===== config.mk =====
export PLATFORM = sky130hd
export DESIGN_NAME = lcd_digit_writer
export DESIGN_NICKNAME = d
export VERILOG_FILES = /design/src/rtl/lcd_digit_writer.sv
export SDC_FILE = /design/constraint.sdc
export NUM_CORES = 1
export LEC_CHECK = 0
export CAP_MARGIN = 20
export CORE_ASPECT_RATIO = 0.5
export CORE_MARGIN = 8
export CORE_UTILIZATION = 48
export CTS_CLUSTER_DIAMETER = 150
export CTS_CLUSTER_SIZE = 10
export DETAILED_ROUTE_END_ITERATION = 6
export HOLD_SLACK_MARGIN = 0.02
export MAX_ROUTING_LAYER = met4
export PLACE_DENSITY = 0.75
export SYNTH_ARGS = -nofsm -noshare
export SYNTH_HDL_FRONTEND = slang
export SYNTH_SLANG_ARGS = --single-unit
export TNS_END_PERCENT = 50

===== constraint.sdc =====
create_clock -name i_clk -period 8.7 [get_ports i_clk]
set_input_delay 1.74 -clock i_clk [delete_from_list [all_inputs] [get_ports i_clk]]
set_output_delay 1.74 -clock i_clk [all_outputs]
set_load 0.005 [all_outputs]

===== src/rtl/lcd_digit_writer.sv =====
// Writes two character pairs to an HD44780 LCD (8-bit mode) as the field "TT:OO".
// Owns the power-up wait, the init command sequence and all enable-strobe timing.
module lcd_digit_writer #(
  parameter int unsigned P_PWR_WAIT  = 750000,
  parameter int unsigned P_EN_CYCLES = 12,
  parameter int unsigned P_CMD_WAIT  = 2500,
  parameter int unsigned P_CLR_WAIT  = 100000,
  parameter logic [6:0]  P_ADDR      = 7'h00
) (
  input  logic        i_clk,
  input  logic        i_rst_n,
  input  logic [15:0] i_pair_hi,
  input  logic [15:0] i_pair_lo,
  input  logic        i_update,
  output logic        o_busy,
  output logic        o_done,
  output logic        o_lcd_rs,
  output logic        o_lcd_rw,
  output logic        o_lcd_e,
  output logic [7:0]  o_lcd_data
);

  localparam logic [1:0] S_PWR   = 2'd0;
  localparam logic [1:0] S_INIT  = 2'd1;
  localparam logic [1:0] S_IDLE  = 2'd2;
  localparam logic [1:0] S_FRAME = 2'd3;

  localparam logic [1:0] PH_SETUP = 2'd0;
  localparam logic [1:0] PH_EN    = 2'd1;
  localparam logic [1:0] PH_WAIT  = 2'd2;

  localparam logic [19:0] PWR_LAST = 20'(P_PWR_WAIT - 1);
  localparam logic [19:0] EN_LAST  = 20'(P_EN_CYCLES - 1);
  localparam logic [19:0] CMD_LAST = 20'(P_CMD_WAIT - 1);
  localparam logic [19:0] CLR_LAST = 20'(P_CLR_WAIT - 1);

  logic [1:0]  state_q, state_d;
  logic [1:0]  phase_q, phase_d;
  logic [19:0] cnt_q, cnt_d;
  logic [2:0]  idx_q, idx_d;
  logic [31:0] frame_q, frame_d;
  logic [31:0] pend_q, pend_d;
  logic        pending_q, pending_d;
  logic        e_q, e_d;
  logic        rs_q, rs_d;
  logic [7:0]  data_q, data_d;
  logic        done_q, done_d;
  logic        busy_q, busy_d;

  logic [2:0]  last_idx;
  logic        clr_byte;

  function automatic logic [7:0] init_byte(input logic [2:0] idx);
    case (idx)
      3'd0:    init_byte = 8'h38;
      3'd1:    init_byte = 8'h0C;
      3'd2:    init_byte = 8'h06;
      default: init_byte = 8'h01;
    endcase
  endfunction

  function automatic logic [7:0] frame_byte(input logic [2:0] idx, input logic [31:0] f);
    case (idx)
      3'd0:    frame_byte = {1'b1, P_ADDR};
      3'd1:    frame_byte = f[31:24];
      3'd2:    frame_byte = f[23:16];
      3'd3:    frame_byte = 8'h3A;
      3'd4:    frame_byte = f[15:8];
      default: frame_byte = f[7:0];
    endcase
  endfunction

  always_comb begin
    state_d   = state_q;
    phase_d   = phase_q;
    cnt_d     = cnt_q;
    idx_d     = idx_q;
    frame_d   = frame_q;
    pend_d    = pend_q;
    pending_d = pending_q;
    last_idx  = (state_q == S_INIT) ? 3'd3 : 3'd5;
    clr_byte  = (state_q == S_INIT) && (idx_q == 3'd3);

    // Requests arriving while busy are parked; the end-of-sequence logic may consume them.
    if (i_update && (state_q != S_IDLE)) begin
      pend_d    = {i_pair_hi, i_pair_lo};
      pending_d = 1'b1;
    end

    case (state_q)
      S_PWR: begin
        if (cnt_q == PWR_LAST) begin
          state_d = S_INIT;
          phase_d = PH_SETUP;
          idx_d   = 3'd0;
          cnt_d   = 20'd0;
        end else begin
          cnt_d = cnt_q + 20'd1;
        end
      end
      S_IDLE: begin
        if (i_update) begin
          frame_d = {i_pair_hi, i_pair_lo};
          state_d = S_FRAME;
          phase_d = PH_SETUP;
          idx_d   = 3'd0;
          cnt_d   = 20'd0;
        end
      end
      default: begin
        case (phase_q)
          PH_SETUP: begin
            phase_d = PH_EN;
            cnt_d   = EN_LAST;
          end
          PH_EN: begin
            if (cnt_q == 20'd0) begin
              phase_d = PH_WAIT;
              cnt_d   = clr_byte ? CLR_LAST : CMD_LAST;
            end else begin
              cnt_d = cnt_q - 20'd1;
            end
          end
          default: begin
            if (cnt_q != 20'd0) begin
              cnt_d = cnt_q - 20'd1;
            end else if (idx_q != last_idx) begin
              idx_d   = idx_q + 3'd1;
              phase_d = PH_SETUP;
            end else begin
              // Fresh request beats the parked one; either starts a frame with no idle gap.
              phase_d = PH_SETUP;
              idx_d   = 3'd0;
              cnt_d   = 20'd0;
              if (i_update) begin
                frame_d   = {i_pair_hi, i_pair_lo};
                state_d   = S_FRAME;
                pending_d = 1'b0;
              end else if (pending_q) begin
                frame_d   = pend_q;
                state_d   = S_FRAME;
                pending_d = 1'b0;
              end else begin
                state_d = S_IDLE;
              end
            end
          end
        endcase
      end
    endcase

    // Outputs are decoded from the next state so that every pin comes straight from a flop.
    data_d = data_q;
    rs_d   = rs_q;
    if (state_d == S_INIT) begin
      rs_d   = 1'b0;
      data_d = init_byte(idx_d);
    end else if (state_d == S_FRAME) begin
      rs_d   = (idx_d != 3'd0);
      data_d = frame_byte(idx_d, frame_d);
    end
    e_d    = ((state_d == S_INIT) || (state_d == S_FRAME)) && (phase_d == PH_EN);
    done_d = (state_d == S_FRAME) && (phase_d == PH_WAIT) && (cnt_d == 20'd0) && (idx_d == 3'd5);
    busy_d = (state_d != S_IDLE);
  end

  always_ff @(posedge i_clk) begin
    if (!i_rst_n) begin
      state_q   <= S_PWR;
      phase_q   <= PH_SETUP;
      cnt_q     <= 20'd0;
      idx_q     <= 3'd0;
      pending_q <= 1'b0;
      e_q       <= 1'b0;
      rs_q      <= 1'b0;
      data_q    <= 8'h00;
      done_q    <= 1'b0;
      busy_q    <= 1'b1;
    end else begin
      state_q   <= state_d;
      phase_q   <= phase_d;
      cnt_q     <= cnt_d;
      idx_q     <= idx_d;
      pending_q <= pending_d;
      e_q       <= e_d;
      rs_q      <= rs_d;
      data_q    <= data_d;
      done_q    <= done_d;
      busy_q    <= busy_d;
    end
  end

  always_ff @(posedge i_clk) begin
    frame_q <= frame_d;
    pend_q  <= pend_d;
  end

  assign o_busy     = busy_q;
  assign o_done     = done_q;
  assign o_lcd_rs   = rs_q;
  assign o_lcd_rw   = 1'b0;
  assign o_lcd_e    = e_q;
  assign o_lcd_data = data_q;

endmodule


# After elaboration in Yosys (flattened, before gate mapping)
# Cells that the tools add are included.
dict set report word_totals {
  output_inout_bits 13
  wordCells 98
  regBits 104
  latchBits 0
  ramBits 0
  rom_bits 0
  n_memories 0
  in_bits 35
}
dict set report op_classes {
  multipliers 0
  eq_ne 17
  div 0
  n_addsub 3
  n_mux 47
  bitwise_logic 1
  n_shift 0
  n_reduce_logical 18
  n_lt_le_gt_ge 0
}
# op count
set ops {}
lappend ops {{two-way mux 32 bit} 6}
lappend ops {{two-way mux 20 bit} 5}
lappend ops {{case mux 20 bit (2 select lines)} 2}
lappend ops {{case mux 32 bit (2 select lines)} 1}
lappend ops {{logical NOT 20 bit} 2}
lappend ops {{case mux 8 bit (5 select lines)} 1}
lappend ops {{adder 20 x 1 -> 20 bit (second input constant)} 1}
lappend ops {{equality test 20 bit (second input constant)} 1}
lappend ops {{nonzero test 20 bit} 1}
lappend ops {{subtractor 20 x 1 -> 20 bit (second input constant)} 1}
lappend ops {{two-way mux 2 bit} 9}
lappend ops {{two-way mux 3 bit} 6}
lappend ops {{case mux 6 bit (3 select lines)} 1}
lappend ops {{two-way mux 17 bit} 1}
lappend ops {{two-way mux 8 bit} 2}
lappend ops {{case mux 2 bit (2 select lines)} 3}
lappend ops {{equality test 3 x 2 -> 1 bit (second input constant)} 3}
lappend ops {{two-way mux 1 bit} 9}
lappend ops {{equality test 2 x 1 -> 1 bit (second input constant)} 4}
lappend ops {{equality test 2 bit (second input constant)} 3}
lappend ops {{equality test 3 bit (second input constant)} 2}
lappend ops {{logical AND 1 bit} 6}
lappend ops {{case mux 3 bit (2 select lines)} 1}
lappend ops {{OR reduction 2 bit} 3}
lappend ops {{10 further kinds} 12}

# Depth between registers and ports, before layout
dict set report depth {
  word_depth 11
  depth_mapped 13
  ltp_nobuf 10
}

# Least setup slack after synthesis
# No wires, ideal clock.
dict set report synth_path {
  path_kind {input-to-reg}
  startpoint {input i_update}
  endpoint {register pend_q[0], enable pin}
  required_ns 8.278
  path_buffers 0
  cell_stages 2
  arrival_time_ns 3.210
  setup_ns 0.422
  setup_slack_ns 5.067
  cell_sequence {inv_1 -> nor2_1}
}
dict set report synth_between {
  elab_chain_cells 1
}
# item line
set synth_rtl {}
lappend synth_rtl {{from (decl)} 14} ;# input logic i_update,
lappend synth_rtl {{logical AND 1 bit} 85} ;# if (i_update && (state_q != S_IDLE)) begin
lappend synth_rtl {{to (signal assigned)} 195} ;# pend_q <= pend_d;
lappend synth_rtl {{to (decl)} 42} ;# logic [31:0] pend_q, pend_d;
# Every way passes these cells.
# A chain may end at the register's enable or synchronous reset.

==> flow_summary.ini <==
[die]
dieArea_sq_mm = 0.0162
io_pins = 48
die_x_um = 172
die_y_um = 94.0
initial_core_util_pct = 49.4
core-area_sq_mm = 0.0118
rows = 28

[power_and_ir_drop]
power.density_mw_per_mm2 = 160
totalPowerFinal_mw = 1.06
ir_worst_vdd_mv = 0.0920
p_leak_nw = 2.44

[placement]
place_area_sq_mm = 0.00635
place_inst = 856
dp_hpwl_um = 12600
portBuffers = 46
gp_congestion = 0.972
place_ws_ns = 3.47

[layout]
area_growth_pct = 13.6
instances_no_fill = 874
fin_area_sq_mm = 0.00664
layout.nets = 741
post-route-util_pct = 56.1
drive_above_1_share_pct = 5.66

[sta]
worst_pin_slew_ns = 1.09
max-slew-margin-rel_pct = 27.6
fin_crit_ns = 4.88
setup_ws_ns = 3.82
setup_viol = 0
skew_ns = 0.00983
tns_ns = 0
min_period_over_period_pct = 56.1
hold_ws_ns = 0.468
rsz0062_at_grt = no
hold_viol_final = 0
max_freq_mhz = 205
final_max_slew_viol_count = 0

[global_routing]
grt_use_total_pct = 22.7
antenna_found_initial = 2
overflow = 0
grt_max_degree = 49
grt_pass1_vias = 5237
grt_pass1_wl_um = 28300

[clocking]
clkLatencyLatePin_ns = 0.35
cts_buffer_depth = 2
cts_root_buf = clkbuf_16
postCtsHoldBufs = 0
tritoncts = built
cts_setup_buffers = 0
numCtsBuffers = 9
clkSinkCount = 104
cts_max_level = 3
clkTransAtPathRegs_ns = 0.07
ctsResizeCount = 0

[route]
drc = 0
finalWirelength_um = 18000
drtIter0Drc = 568
viasPerCell = 6.45
drtPass1Iterations = 5
ant_nets = 0
num_vias = 5637
wl_per_cell_um = 20.6

[worst_setup_path]
crit_path_max_fanout = 22
cp-end-kind = flop
path_cells = clkdlybuf4s50_1 -> clkinv_1 -> or3b_2 -> a2111oi_0 -> nand4_1 -> nor4_1
cp_slowest_cell = clkdlybuf4s50_1
cp.arrival_ns = 5.12
critical-path-max-stage-delay_ns = 1.09
critPathLaunchType = input pin
critPathRequiredTime_ns = 8.94
path_class = input pin to flop

[logic_synthesis]
synth_area_leaders = dfxtp_1 (25%), edfxtp_1 (16%), nand2_1 (4.2%)
synth_edf_count = 32
synth_top_area_share_pct = 24.7
synth_seq_cells = 104
yosysWarnings = 0
synthTopCellsByCount = dfxtp_1 (72), nand2_1 (66), nor2_1 (60), clkbuf_1 (47), o21ai_0 (41)
syn_area_sq_mm = 0.00585
yosysMostFrequentCell = dfxtp_1
ys_types = 72
syn_area_per_cell_sq_um = 8.45
async_flop_share_pct = 0
yosys.area.top_type = dfxtp_1
ys.flop_type = dfxtp_1
syn-num-nets = 731
yosysSeqAreaShare_pct = 41.1
synth_cells = 692

[run_status]
outcome = finished, final reports clean

[job]
drv_cap = 0

[min_path]
min_path_type = flop to flop
[cell usage in the layout, fill, tap and decap left out, types with 15 or more instances in the layout]
| master | n |
|---|---|
| nand2_1 | 66 |
| dfxtp_1 | 72 |
| clkdlybuf4s50_1 | 46 |
| and2_1 | 18 |
| nor3_1 | 19 |
| nor2_1 | 59 |
| nand3_1 | 28 |
| a22oi_1 | 20 |
| o21ai_0 | 41 |
| edfxtp_1 | 32 |
| a21oi_1 | 32 |
| inv_1 | 15 |
[worst paths after layout]
path                    start     endpoint  slack, ns  depth (start not counted)
setup / recovery      i_rst_n       o_done       3.82                          6
hold / removal    frame_q[29]  frame_q[29]       0.47                          2
setup reg to reg     cnt_q[0]       o_done       4.49                         10
hold reg to reg   frame_q[29]  frame_q[29]       0.47                          2
[power by group]
group	internal [mW]	switching [mW]
Sequential	0.524	0.0149
Clock	0.203	0.200
Combinational	0.0486	0.0711
Total	0.775	0.285
[layout make-up]
class,count,area (sq um)
tap,165,206
clock inverter,6,60.1
multi-input combinational,514,3140
antenna,2,5.00
inverter,16,60.1
fill,1146,5200
timing repair buffer,57,543
clock buffer,10,229
sequential,104,2400
[state kept, by name, summed over array words and instances, names as in the netlist]
name,count
cnt_q,20
o_busy,1
idx_q,3
pending_q,1
pend_q,32
phase_q,2
frame_q,32
o_lcd_rs,1
o_done,1
o_lcd_e,1
state_q,2
o_lcd_data,8
[layer usage]
layer / track usage [%] / share of wire (%) / vias up
met4: 6.91 / 2.1 / 0
met5: - / 0 / -
met2: 34.7 / 45 / 271
met3: 4.70 / 7.8 / 32
met1: 29.9 / 45 / 2666
li1: - / - / 2668
[logic make-up (layout without fill, tap and decap cells)]
family / Yosys count / count (layout) / share of synthesized area (%)
AO/OA/AOI/OAI: 220 / 220 / 26.3
XOR/XNOR: 11 / 11 / 1.65
adder cells (fa/ha/maj): 4 / 4 / 0.856
buffers and inverters: 74 / 89 / 5.29
flip-flops: 104 / 104 / 41.1
multiplexers: 6 / 6 / 1.07
other: 1 / 3 / 0.0641
AND/OR/NAND/NOR: 272 / 272 / 23.7
[worst max-delay path, delay by kind of cell]
| kind | cells | cell delay (ns) |
|---|---|---|
| compound gates | 1 | 0.40 |
| buf+inv | 2 | 1.87 |
| simple gates | 3 | 1.11 |
Power figures use the tool's default switching activity.
